$ cat config.mk
export PLATFORM = sky130hd
export DESIGN_NAME = spi_flash_master
export DESIGN_NICKNAME = d
export VERILOG_FILES = /design/src/rtl/spi_pkg.sv /design/src/rtl/spi_flash_master_sync2.sv /design/src/rtl/spi_flash_master.sv
export SDC_FILE = /design/constraint.sdc
export NUM_CORES = 1
export LEC_CHECK = 0
export ABC_AREA = 1
export CAP_MARGIN = 25
export CORE_AREA = 2 2 61 63
export CTS_BUF_LIST = sky130_fd_sc_hd__clkbuf_4
export DETAILED_ROUTE_END_ITERATION = 8
export DIE_AREA = 0 0 63 65
export HOLD_SLACK_MARGIN = 0.06
export PLACE_DENSITY_LB_ADDON = 0.2
export SLEW_MARGIN = 15
export SYNTH_ARGS = -nofsm -noshare
export SYNTH_HDL_FRONTEND = slang
export SYNTH_SLANG_ARGS = --single-unit
$ cat constraint.sdc
create_clock -name clk -period 3.95 [get_ports clk]
set_clock_uncertainty 0.1 [all_clocks]
set_input_delay 0.395 -clock clk [delete_from_list [all_inputs] [get_ports clk]]
set_output_delay 0.395 -clock clk [all_outputs]
set_load 0.02 [all_outputs]
$ cat src/rtl/spi_pkg.sv
// Shared types and constants for the SPI flash master and its helpers.
package spi_pkg;

    typedef enum logic [1:0] {
        IDLE = 2'd0,
        LOW  = 2'd1,
        HIGH = 2'd2
    } spi_state_e;

    // Control/status register bit positions
    localparam int CS_BIT      = 0;
    localparam int BUSY_BIT    = 1;
    localparam int DONE_BIT    = 2;
    localparam int OVR_BIT     = 3;
    localparam int CLR_OVR_BIT = 1;

    localparam int DIV_MIN = 2;
    localparam int DIV_MAX = 255;

endpackage

$ cat src/rtl/spi_flash_master_sync2.sv
// Two-flop synchronizer for asynchronous input pins (MISO, RTS, IR RX).
module sync2 (
    input  logic clk,
    input  logic reset,
    input  logic d_i,
    output logic q_o
);

    logic meta_q;
    logic sync_q;

    always_ff @(posedge clk) begin
        if (reset) begin
            meta_q <= 1'b0;
            sync_q <= 1'b0;
        end else begin
            meta_q <= d_i;
            sync_q <= meta_q;
        end
    end

    assign q_o = sync_q;

endmodule

$ cat src/rtl/spi_flash_master.sv
// Memory-mapped SPI mode-0 master for the configuration flash: one data and one
// control/status register, software-driven chip select, full-duplex byte transfers.
module spi_flash_master
    import spi_pkg::*;
#(
    parameter int DIV = 2
) (
    input  logic        clk,
    input  logic        reset,
    input  logic        io_wr,
    input  logic        io_rd,
    input  logic        sel_data,
    input  logic        sel_ctrl,
    input  logic [15:0] wdata,
    output logic [15:0] rdata,
    output logic        sck,
    output logic        mosi,
    input  logic        miso,
    output logic        cs_n
);

    localparam int         DIV_C   = (DIV < DIV_MIN) ? DIV_MIN : ((DIV > DIV_MAX) ? DIV_MAX : DIV);
    localparam logic [7:0] HALF_M1 = 8'(DIV_C - 1);

    spi_state_e state_q, state_d;
    logic [7:0] cnt_q, cnt_d;
    logic [7:0] shift_q, shift_d;
    logic [7:0] rx_q, rx_d;
    logic [2:0] bit_q, bit_d;
    logic       sck_q, sck_d;
    logic       mosi_q, mosi_d;
    logic       cs_n_q, cs_n_d;
    logic       done_q, done_d;
    logic       ovr_q, ovr_d;

    logic       miso_s;
    logic       busy;
    logic       wr_data, wr_ctrl, rd_data;
    logic       phase_end;
    logic       unused_wdata_hi;

    sync2 u_miso_sync (
        .clk   (clk),
        .reset (reset),
        .d_i   (miso),
        .q_o   (miso_s)
    );

    assign busy      = (state_q != IDLE);
    assign wr_data   = io_wr & sel_data;
    assign wr_ctrl   = io_wr & sel_ctrl;
    assign rd_data   = io_rd & sel_data;
    assign phase_end = (cnt_q == 8'd0);
    // The data register is a byte; the upper write lanes carry nothing.
    assign unused_wdata_hi = ^wdata[15:8];

    always_ff @(posedge clk) begin
        if (reset) begin
            state_q <= IDLE;
            cnt_q   <= 8'd0;
            shift_q <= 8'd0;
            rx_q    <= 8'd0;
            bit_q   <= 3'd0;
            sck_q   <= 1'b0;
            mosi_q  <= 1'b0;
            cs_n_q  <= 1'b1;
            done_q  <= 1'b0;
            ovr_q   <= 1'b0;
        end else begin
            state_q <= state_d;
            cnt_q   <= cnt_d;
            shift_q <= shift_d;
            rx_q    <= rx_d;
            bit_q   <= bit_d;
            sck_q   <= sck_d;
            mosi_q  <= mosi_d;
            cs_n_q  <= cs_n_d;
            done_q  <= done_d;
            ovr_q   <= ovr_d;
        end
    end

    always_comb begin
        state_d = state_q;
        cnt_d   = cnt_q;
        shift_d = shift_q;
        rx_d    = rx_q;
        bit_d   = bit_q;
        sck_d   = sck_q;
        mosi_d  = mosi_q;
        cs_n_d  = cs_n_q;
        done_d  = done_q;
        ovr_d   = ovr_q;

        // Read-clear first so a completion in the same cycle overrides it.
        if (rd_data) done_d = 1'b0;

        case (state_q)
            IDLE: begin
                if (wr_data) begin
                    shift_d = wdata[7:0];
                    mosi_d  = wdata[7];
                    cnt_d   = HALF_M1;
                    bit_d   = 3'd0;
                    done_d  = 1'b0;
                    state_d = LOW;
                end
            end
            LOW: begin
                if (phase_end) begin
                    sck_d   = 1'b1;
                    cnt_d   = HALF_M1;
                    state_d = HIGH;
                end else begin
                    cnt_d = cnt_q - 8'd1;
                end
            end
            HIGH: begin
                if (phase_end) begin
                    sck_d   = 1'b0;
                    cnt_d   = HALF_M1;
                    shift_d = {shift_q[6:0], miso_s};
                    if (bit_q != 3'd7) begin
                        bit_d   = bit_q + 3'd1;
                        mosi_d  = shift_q[6];
                        state_d = LOW;
                    end else begin
                        rx_d    = {shift_q[6:0], miso_s};
                        done_d  = 1'b1;
                        state_d = IDLE;
                    end
                end else begin
                    cnt_d = cnt_q - 8'd1;
                end
            end
            default: state_d = IDLE;
        endcase

        if (wr_data && busy) ovr_d = 1'b1;

        if (wr_ctrl) begin
            if (busy) ovr_d = 1'b1;
            else      cs_n_d = wdata[CS_BIT];
            if (wdata[CLR_OVR_BIT]) ovr_d = 1'b0;
        end
    end

    always_comb begin
        rdata = 16'd0;
        if (sel_data) rdata = rdata | {8'd0, rx_q};
        if (sel_ctrl) begin
            rdata[CS_BIT]   = rdata[CS_BIT]   | cs_n_q;
            rdata[BUSY_BIT] = rdata[BUSY_BIT] | busy;
            rdata[DONE_BIT] = rdata[DONE_BIT] | done_q;
            rdata[OVR_BIT]  = rdata[OVR_BIT]  | ovr_q;
        end
    end

    assign sck  = sck_q;
    assign mosi = mosi_q;
    assign cs_n = cs_n_q;

endmodule

## Yosys cells after proc, flatten, opt, wreduce, memory -nomap -nowiden

Index checks and enable logic that the tools add are counted.

| cells by class | value |
|---|---|
| mux-type cells | 33 |
| eq/ne operators | 7 |
| bitwise logic cells | 9 |
| add/subtract/negate cells | 2 |
| reductions and logical operators | 15 |

Operator list:

| kind | count |
|---|---|
| two-way mux 8 bit | 3 |
| one-hot mux 8 bit (2 select lines) | 1 |
| two-way mux 1 bit | 14 |
| two-way mux 7 bit | 2 |
| one-hot mux 7 bit (2 select lines) | 1 |
| AND reduction 3 bit | 4 |
| two-way mux 3 bit | 3 |
| logical NOT 8 bit | 1 |
| != test 2 bit, second input constant | 4 |
| nonzero test 2 bit | 4 |
| subtractor 8 x 1 -> 8 bit, second input constant | 1 |
| two-way mux 2 bit | 3 |
| one-hot mux 1 bit (2 select lines) | 3 |
| one-hot mux 2 bit (3 select lines) | 1 |
| one-hot mux 3 bit (2 select lines) | 1 |
| two-way mux 4 bit | 1 |
| OR 1 bit | 4 |
| AND reduction 2 bit | 2 |
| AND reduction 4 bit | 1 |
| adder 3 x 1 -> 3 bit, second input constant | 1 |
| bitwise AND 1 bit | 3 |
| != test 3 bit, second input constant | 1 |
| == test 2 x 1 -> 1 bit, second input constant | 1 |
| == test 2 bit, second input constant | 1 |
| 4 further kinds | 5 |

| storage, ports and cells | value |
|---|---|
| input port bits | 23 |
| bits in registers | 35 |
| logic and storage cells | 78 |

## Depth between registers and ports, before layout

Gate-level depths: netlist of the first run.

| logic depth | value |
|---|---|
| word-level depth | 6 |
| gate-level depth with buffers | 10 |
| mapped depth without buffers | 10 |

## Modules after synthesis

A second synthesis of the first run with hierarchy kept.

| second synthesis, totals | value |
|---|---|
| cells, all modules | 261 |
| area total of the unflattened synthesis | 1844.3 sq um |

Modules (own cells, without submodules):

| module | area an instance (sq um) | cells each | times used | sequential area each (sq um) |
|---|---|---|---|---|
| spi_flash_master | 1789.2 | 255 | 1 | 660.6 |
| sync2 | 55.1 | 6 | 1 | 40.0 |

## Worst setup path before layout of the first run

Ideal clock, no wire load.

| path | value |
|---|---|
| path kind | reg2reg |
| from | reg state_q[0] |
| to | reg mosi_q, in the netlist mosi |
| library setup time | 0.113 ns |
| data required time | 3.737 ns |
| path slack | 2.327 ns |
| data arrival time | 1.410 ns |
| cell stages (with the launch flop) | 9 |
| cell sequence | dfxtp_1 inv_1 ha_1 nor2_1 nor2_8 nand3_1 clkinv_1 nor2_1 nor2_1 |

| on the way | value |
|---|---|
| cells in the longest elaborated chain, start to end | 3 |

Ends and longest elaborated chain:

| element | line | RTL |
|---|---|---|
| start, declared | spi_flash_master.sv:25 | `spi_state_e state_q, state_d;` |
| start signal, assigned | spi_flash_master.sv:70 | `state_q <= state_d;` |
| == test 2 bit / logical NOT 2 bit (equally long branches) | spi_flash_master.sv:98 | `case (state_q)` |
| != test 2 bit (no source line) / nonzero test 2 bit (equally long branches) | n/a |  |
| AND reduction 4 bit (no source line) | n/a |  |
| end signal, assigned | spi_flash_master.sv:76 | `mosi_q <= mosi_d;` |
| end, declared | spi_flash_master.sv:31 | `logic mosi_q, mosi_d;` |

Several ways; a longest one is shown, not always the timed one.
A chain may end at the register's enable or synchronous reset.

## Worst setup path after layout of the first run

| path | value |
|---|---|
| from | reg state_q[0] |
| to | out rdata[1] |

| on the way | value |
|---|---|
| cells in the longest elaborated chain, start to end | 3 |

Ends and longest elaborated chain:

| element | line | RTL |
|---|---|---|
| nonzero test 2 bit | spi_flash_master.sv:49 | `assign busy = (state_q != IDLE);` |
| OR 1 bit | spi_flash_master.sv:153 | `rdata[BUSY_BIT] = rdata[BUSY_BIT] \| busy;` |
| two-way mux 4 bit | spi_flash_master.sv:151 | `if (sel_ctrl) begin` |
| end, declared | spi_flash_master.sv:15 | `output logic [15:0] rdata,` |

Every way passes these cells.

==> impl_metrics.csv, run 1 <==
group,metric,value,unit
outcome,outcome,"finished, final reports clean",
logic_synthesis,synth_mux_area_share,0.541,%
clock_network,cts_tree,"built",
clock_network,htree_levels,2,
clock_network,clockBufferDepth,2,
sta,relSlewSlack,60.9,%
floorplanning,die_h,65,um
global_route,grt_start_max_net_pins,21,
logic_synthesis,synth_area_leaders,"dfxtp_1, nand2_1, nor2_1, ha_1, inv_1",
clock_network,cts_setup_buffers,0,
sta,rsz0062_at_grt,"no",
pwr,powerDensity,683,nW/um2
drt,wire_per_inst,11.0,um
logic_synthesis,ys_seq_area_share,37.8,%
worst_setup_path,start_kind,"flop",
logic_synthesis,yosysWarnings,0,
pwr,total_power,1470,uW
sta,drv_slew,0,
worst_setup_path,critPathKind,"reg -> out",
logic_synthesis,synth_compound_area_share,13.4,%
floorplanning,dieArea,4100,um2
clock_network,post_cts_resized,0,
logic_synthesis,yosys.area.top_type,"dfxtp_1",
placed_design,io_buffer_count,25,
sta,timing_hold_violations_final,0,
logic_synthesis,syn_inst,258,
worst_hold_path,min_path_type,"reg -> reg",
cells_and_area,final_cell_mix,"nand2_1, nor2_1, dfxtp_1",
logic_synthesis,synth_top_cell_area_share,37.8,%
cells_and_area,antennaDiodeCount,0,
worst_setup_path,required,3.45,ns
drt,ant_nets,0,
cells_and_area,layout_commonest_cell,"nand2_1",
drt,dr.pass1.iters,4,
sta,hold_slack,0.314,ns
floorplanning,die_w,63,um
drt,post-route-drc-count,0,
worst_setup_path,crit_path_max_fanout,5,
worst_setup_path,crit_arrival,1.98,ns
pwr,p_leak,0.000963,uW
global_route,overflow,0,
floorplanning,num_rows,22,
clock_network,root_buffer,"clkbuf_4",
worst_setup_path,r2r_start,"state_q[0]",
clock_network,numClockSinks,35,
clock_network,cts_buffers,5,
cells_and_area,drive_gt1_share,9.15,%
global_route,first_global_vias,1504,
sta,post-route-period-util,62.6,%
sta,final.setup.tns,0,ns
global_route,grt_first_pass_wirelength,6350,um
global_route,antenna_found_initial,0,
clock_network,clk_latency,0.35,ns
logic_synthesis,yosys.area_share.simple,30.1,%
logic_synthesis,synthAdderAreaFrac,6.08,%
clock_network,hold_buffers,0,
worst_setup_path,crit_start,"state_q[0]",
sta,timing.fmax,0.404,GHz
floorplanning,ios,42,
drt,via_count,1623,
global_route,grtUsageTotal,19.7,%
logic_synthesis,synth_top_family_by_area,"simple AND/OR/NAND/NOR gates",
logic_synthesis,yosys_register_bits,35,
sta,max_slew.worst_pin.slew,0.586,ns
drt,drtIter0Drc,116,
floorplanning,core,3500,um2
placed_design,hpwl,2770,um
logic_synthesis,synth-xor-area-share,0.473,%
sta,final.min_clock_period,2.47,ns
worst_hold_path,worstHoldStart,"u_miso_sync.meta_q",
logic_synthesis,synthesis.area,1850,um2
placed_design,place_congestion,0.795,
clock_network,cts.clk_slew.worst_paths,0.11,ns
job,maxCapViolations,0,
sta,setup-violations-final,0,
cells_and_area,nets,315,
logic_synthesis,postSynthAreaPerCell,7.18,um2
cells_and_area,area_growth,16.3,%
worst_setup_path,end_kind,"primary output",
logic_synthesis,synth_cell_types,33,
pwr,ir_drop,0.310,mV
drt,finalWirelength,3670,um
floorplanning,start_util,53.0,%
drt,vias_per_cell,4.89,
==> per-layer routing <==
metal	vias up	GRT usage, %	part of all wire, %	routed length (um)
met5	-	0	0	0
met4	0	8.33	2.2	81
met3	9	6.08	5.0	183
met2	33	33.1	48	1740
met1	727	23.2	45	1660
li1	854	-	-	-
==> sequential cells by signal (all words and copies together) (netlist names) <==
| name | cells |
|---|---|
| cnt_q | 8 |
| rx_q | 8 |
| shift_q | 7 |
| bit_q | 3 |
| state_q | 2 |
| cs_n | 1 |
| done_q | 1 |
| mosi | 1 |
| ovr_q | 1 |
| sck | 1 |
| u_miso_sync.meta_q | 1 |
| u_miso_sync.q_o | 1 |
==> stage by stage <==
stage | cell area [um2] | utilization [%] | cells | setup slack (ns)
global route | 2150 | 61.6 | 332 | 1.35
CTS | 2150 | 61.6 | 332 | 1.48
finish | 2150 | 61.6 | 332 | 1.48
detailed placement | 2100 | 59.9 | 324 | 1.51
floorplan | 1880 | - | 265 | 2.33
global placement | 2100 | 59.9 | 324 | 1.50
==> where the power goes <==
part	total, uW	leakage [uW]	switching [uW]	internal (uW)
clock network	199	0.0000317	123	75.5
registers	507	0.000286	67.6	440
logic	765	0.000645	501	264
total	1470	0.000963	692	779
==> cell type report <==
class	count	area (um2)
tap	48	60.1
clock inverter	2	12.5
sequential	35	701
fill	358	1340
multi-input combinational	185	968
timing repair buffer	25	250
clock buffer	6	45.0
inverter	31	116
==> critical path: stages, from the launching register on <==
cell and delay (ns):
dfxtp_1 0.43, inv_1 0.09, ha_1 0.29, o22ai_1 0.20, clkdlybuf4s50_1 0.63
==> logic make-up after synthesis <==
| kind of cell | after synthesis |
|---|---|
| fa+ha+maj | 9 |
| mux | 1 |
| compound gates | 47 |
| other cells | 1 |
| xor+xnor | 1 |
| simple gates | 119 |
| flops | 35 |
| buf+inv | 45 |
==> Yosys cell counts, drive strengths merged <==
master,count
a21oi,19
buf,11
o22ai,2
nor3,2
or2,2
nand4,3
dfxtp,35
inv,30
xnor2,1
conb,1
clkinv,1
o21ai,22
clkbuf,3
mux2i,1
nor2,42
nand2,57
o311ai,1
ha,9
and3,1
a31oi,3
nor3b,1
nand3,11
==> final timing paths <==
kind,end,slack [ns],cells past startpoint
worst min register to register,u_miso_sync.q_o,0.31,2
worst min-delay path,u_miso_sync.q_o,0.31,2
worst max register to register,rx_q[3],1.80,7
worst max-delay path,rdata[1],1.48,4
Power figures use the tool's default switching activity.
==> run 2: changes to the inputs <==
--- a/config.mk
+++ b/config.mk
@@ -7,10 +7,10 @@
 export LEC_CHECK = 0
 export ABC_AREA = 1
 export CAP_MARGIN = 25
-export CORE_AREA = 2 2 61 63
+export CORE_AREA = 2 2 66 68
 export CTS_BUF_LIST = sky130_fd_sc_hd__clkbuf_4
 export DETAILED_ROUTE_END_ITERATION = 8
-export DIE_AREA = 0 0 63 65
+export DIE_AREA = 0 0 68 70
 export HOLD_SLACK_MARGIN = 0.06
 export PLACE_DENSITY_LB_ADDON = 0.2
 export SLEW_MARGIN = 15
==> constraint.sdc (replaced) <==
create_clock -name clk -period 2 [get_ports clk]
set_clock_uncertainty 0.1 [all_clocks]
set_input_delay 0.2 -clock clk [delete_from_list [all_inputs] [get_ports clk]]
set_output_delay 0.2 -clock clk [all_outputs]
set_load 0.02 [all_outputs]
==> run 2 against run 1 <==
Against the previous run: worst hold slack worse by 0.061 ns; largest power group unchanged; register-to-register slack worse by 1.6 ns; clock power grew to 2.5 times the previous value; critical path depth stayed put; highest routed layer unchanged; setup slack worse by 1.4 ns; power is 110% higher; count of clock-buffer cells in the layout is 1 lower; cell count is 4.5% higher.
==> impl_metrics.csv, run 2 (synthesis gave the netlist of run 1 again) <==
group,metric,value,unit
cells_and_area,multi_input_area,968,um2
global_route,antenna_found_initial,0,
worst_setup_path,r2r_start,"state_q[1]",
placed_design,hpwl,2880,um
pwr,clockPowerShare,16.1,%
cells_and_area,regArea,701,um2
floorplanning,ios,42,
drt,vias_per_cell,4.71,
drt,drtIter0Drc,73,
worst_setup_path,reg2reg_depth,9,
clock_network,root_buffer,"clkbuf_4",
sta,final.setup.tns,0,ns
floorplanning,core,4140,um2
worst_setup_path,crit_slowest_cell,"clkdlybuf4s50_1",
worst_setup_path,crit_arrival,1.61,ns
cells_and_area,area_growth,22.0,%
sta,timing.fmax,0.524,GHz
worst_setup_path,crit_top_cell,"clkdlybuf4s50_1",
floorplanning,num_rows,24,
clock_network,clockBufferDepth,2,
clock_network,cts_setup_buffers,0,
cells_and_area,antennaDiodeCount,0,
sta,final.min_clock_period,1.91,ns
pwr,p_switching,1400,uW
sta,post-route-period-util,95.4,%
worst_setup_path,start_kind,"input port",
placed_design,place_ws,0.0815,ns
floorplanning,start_util,44.7,%
worst_setup_path,reg2reg_to,"cnt_q[2]",
sta,finalWorstSetupSlack,0.0921,ns
clock_network,cts_tree,"built",
global_route,first_global_vias,1515,
floorplanning,die_h,70,um
floorplanning,dieArea,4760,um2
worst_setup_path,required,1.70,ns
drt,finalWirelength,3750,um
clock_network,cts.clk_slew.worst_paths,0.11,ns
cells_and_area,final_cell_mix,"nand2_1, nor2_1, dfxtp_1",
worst_setup_path,rrSetupSlack,0.23,ns
floorplanning,die_w,68,um
drt,post-route-drc-count,0,
worst_hold_path,min_path_type,"in -> reg",
cells_and_area,nets,326,
worst_setup_path,cp_cell_sequence,"clkdlybuf4s50_1 > inv_1 > o22ai_1 > clkdlybuf4s50_1",
placed_design,place_congestion,0.783,
outcome,outcome,"finished, final reports clean",
worst_hold_path,worstHoldStart,"miso",
sta,setup-violations-final,0,
pwr,p_sw_share,44.9,%
worst_setup_path,max_stage_delay,0.63,ns
clock_network,cts_buffers,5,
pwr,seqPwrFrac,32.1,%
clock_network,numClockSinks,35,
drt,dr.pass1.iters,4,
pwr,combinationalPowerShare,51.8,%
worst_hold_path,min_path_cells,3,
job,maxCapViolations,0,
worst_hold_path,worstHoldEndpoint,"u_miso_sync.meta_q",
global_route,overflow,0,
global_route,grt_first_pass_wirelength,6620,um
sta,rsz0062_at_grt,"no",
pwr,intPower,1720,uW
clock_network,hold_buffers,0,
sta,drv_slew,0,
cells_and_area,largestRegisters,"cnt_q (8), rx_q (8), shift_q (7)",
worst_setup_path,crit_path_max_fanout,4,
drt,ant_nets,0,
placed_design,io_buffer_count,25,
cells_and_area,layout_commonest_cell,"nand2_1",
global_route,grt_start_max_net_pins,14,
pwr,p_leak,0.00103,uW
sta,timing_hold_violations_final,0,
cells_and_area,fillers,412,
worst_setup_path,end_kind,"primary output",
clock_network,htree_levels,2,
drt,wire_per_inst,10.8,um
clock_network,clk_latency,0.35,ns
worst_setup_path,critPathKind,"in -> out",
global_route,grtUsageTotal,18.2,%
cells_and_area,drive_gt1_share,12.2,%
drt,via_count,1634,
pwr,powerDensity,1380,nW/um2
pwr,ir_drop,0.507,mV
-- run 2: timing repair --
| action | CTS | global route |
|---|---|---|
| pin swaps | 0 | 0 |
| gates resized for setup | 1 | 1 |
| hold endpoints to repair | 0 | 0 |
| endpoints found under the setup margin | 1 | 1 |
-- run 2: how the worst max path moves through the flow --
stage | from | end | slack [ns] | cells after the start
floorplan | state_q[0] | mosi | 0.38 | 8
global placement | sel_data | rdata[3] | 0.08 | 4
detailed placement | sel_data | rdata[2] | 0.08 | 4
CTS | sel_data | rdata[3] | 0.07 | 4
global route | state_q[1] | rdata[1] | 0.0003 | 4
finish | sel_data | rdata[2] | 0.09 | 4
-- run 2: area by class of cell --
| class | instances | share of cell area (%) |
|---|---|---|
| Timing Repair Buffer | 36 | 14.7 |
| Multi-Input combinational cell | 185 | 42.9 |
| Sequential cell | 35 | 31.0 |
| Clock inverter | 3 | 1.72 |
| Tap cell | 52 | 2.88 |
| Clock buffer | 5 | 1.66 |
| Inverter | 31 | 5.15 |
-- run 2: through the flow --
| stage | hold WS, ns | util [%] | power [uW] | area, um2 | instances |
|---|---|---|---|---|---|
| 2_1_floorplan | 0.169 | - | 2260 | 1880 | 265 |
| 3_3_place_gp | 0.294 | 52.7 | 2600 | 2180 | 339 |
| 3_5_place_dp | 0.295 | 52.7 | 2620 | 2180 | 339 |
| 4_1_cts | 0.243 | 54.5 | 3130 | 2260 | 347 |
| 5_1_grt | 0.264 | 54.5 | 3400 | 2260 | 347 |
| 6_report | 0.253 | 54.5 | 3110 | 2260 | 347 |
-- run 2: per-layer routing --
| layer | wire length, um | part of all wire [%] | vias up | GRT usage (%) |
|---|---|---|---|---|
| li1 | - | - | 879 | - |
| met1 | 1880 | 50 | 719 | 25.9 |
| met2 | 1630 | 44 | 30 | 25.9 |
| met3 | 174 | 4.6 | 6 | 4.83 |
| met4 | 59 | 1.6 | 0 | 6.89 |
| met5 | 0 | 0 | - | 0 |
-- run 2: power by group through the flow --
| stage | logic, uW | registers (uW) | clock network, uW |
|---|---|---|---|
| after global routing | 1830 | 1020 | 545 |
| after detailed placement | 1610 | 1010 | 0 |
| after CTS | 1610 | 998 | 518 |
| after global placement | 1590 | 1010 | 0 |
| after floorplan | 1260 | 1000 | 0 |
| final | 1610 | 1000 | 501 |
-- run 2: worst max-delay path, delay by kind of cell --
family / cells / cell delay (ns)
buf+inv: 3 / 1.25
compound gates: 1 / 0.16
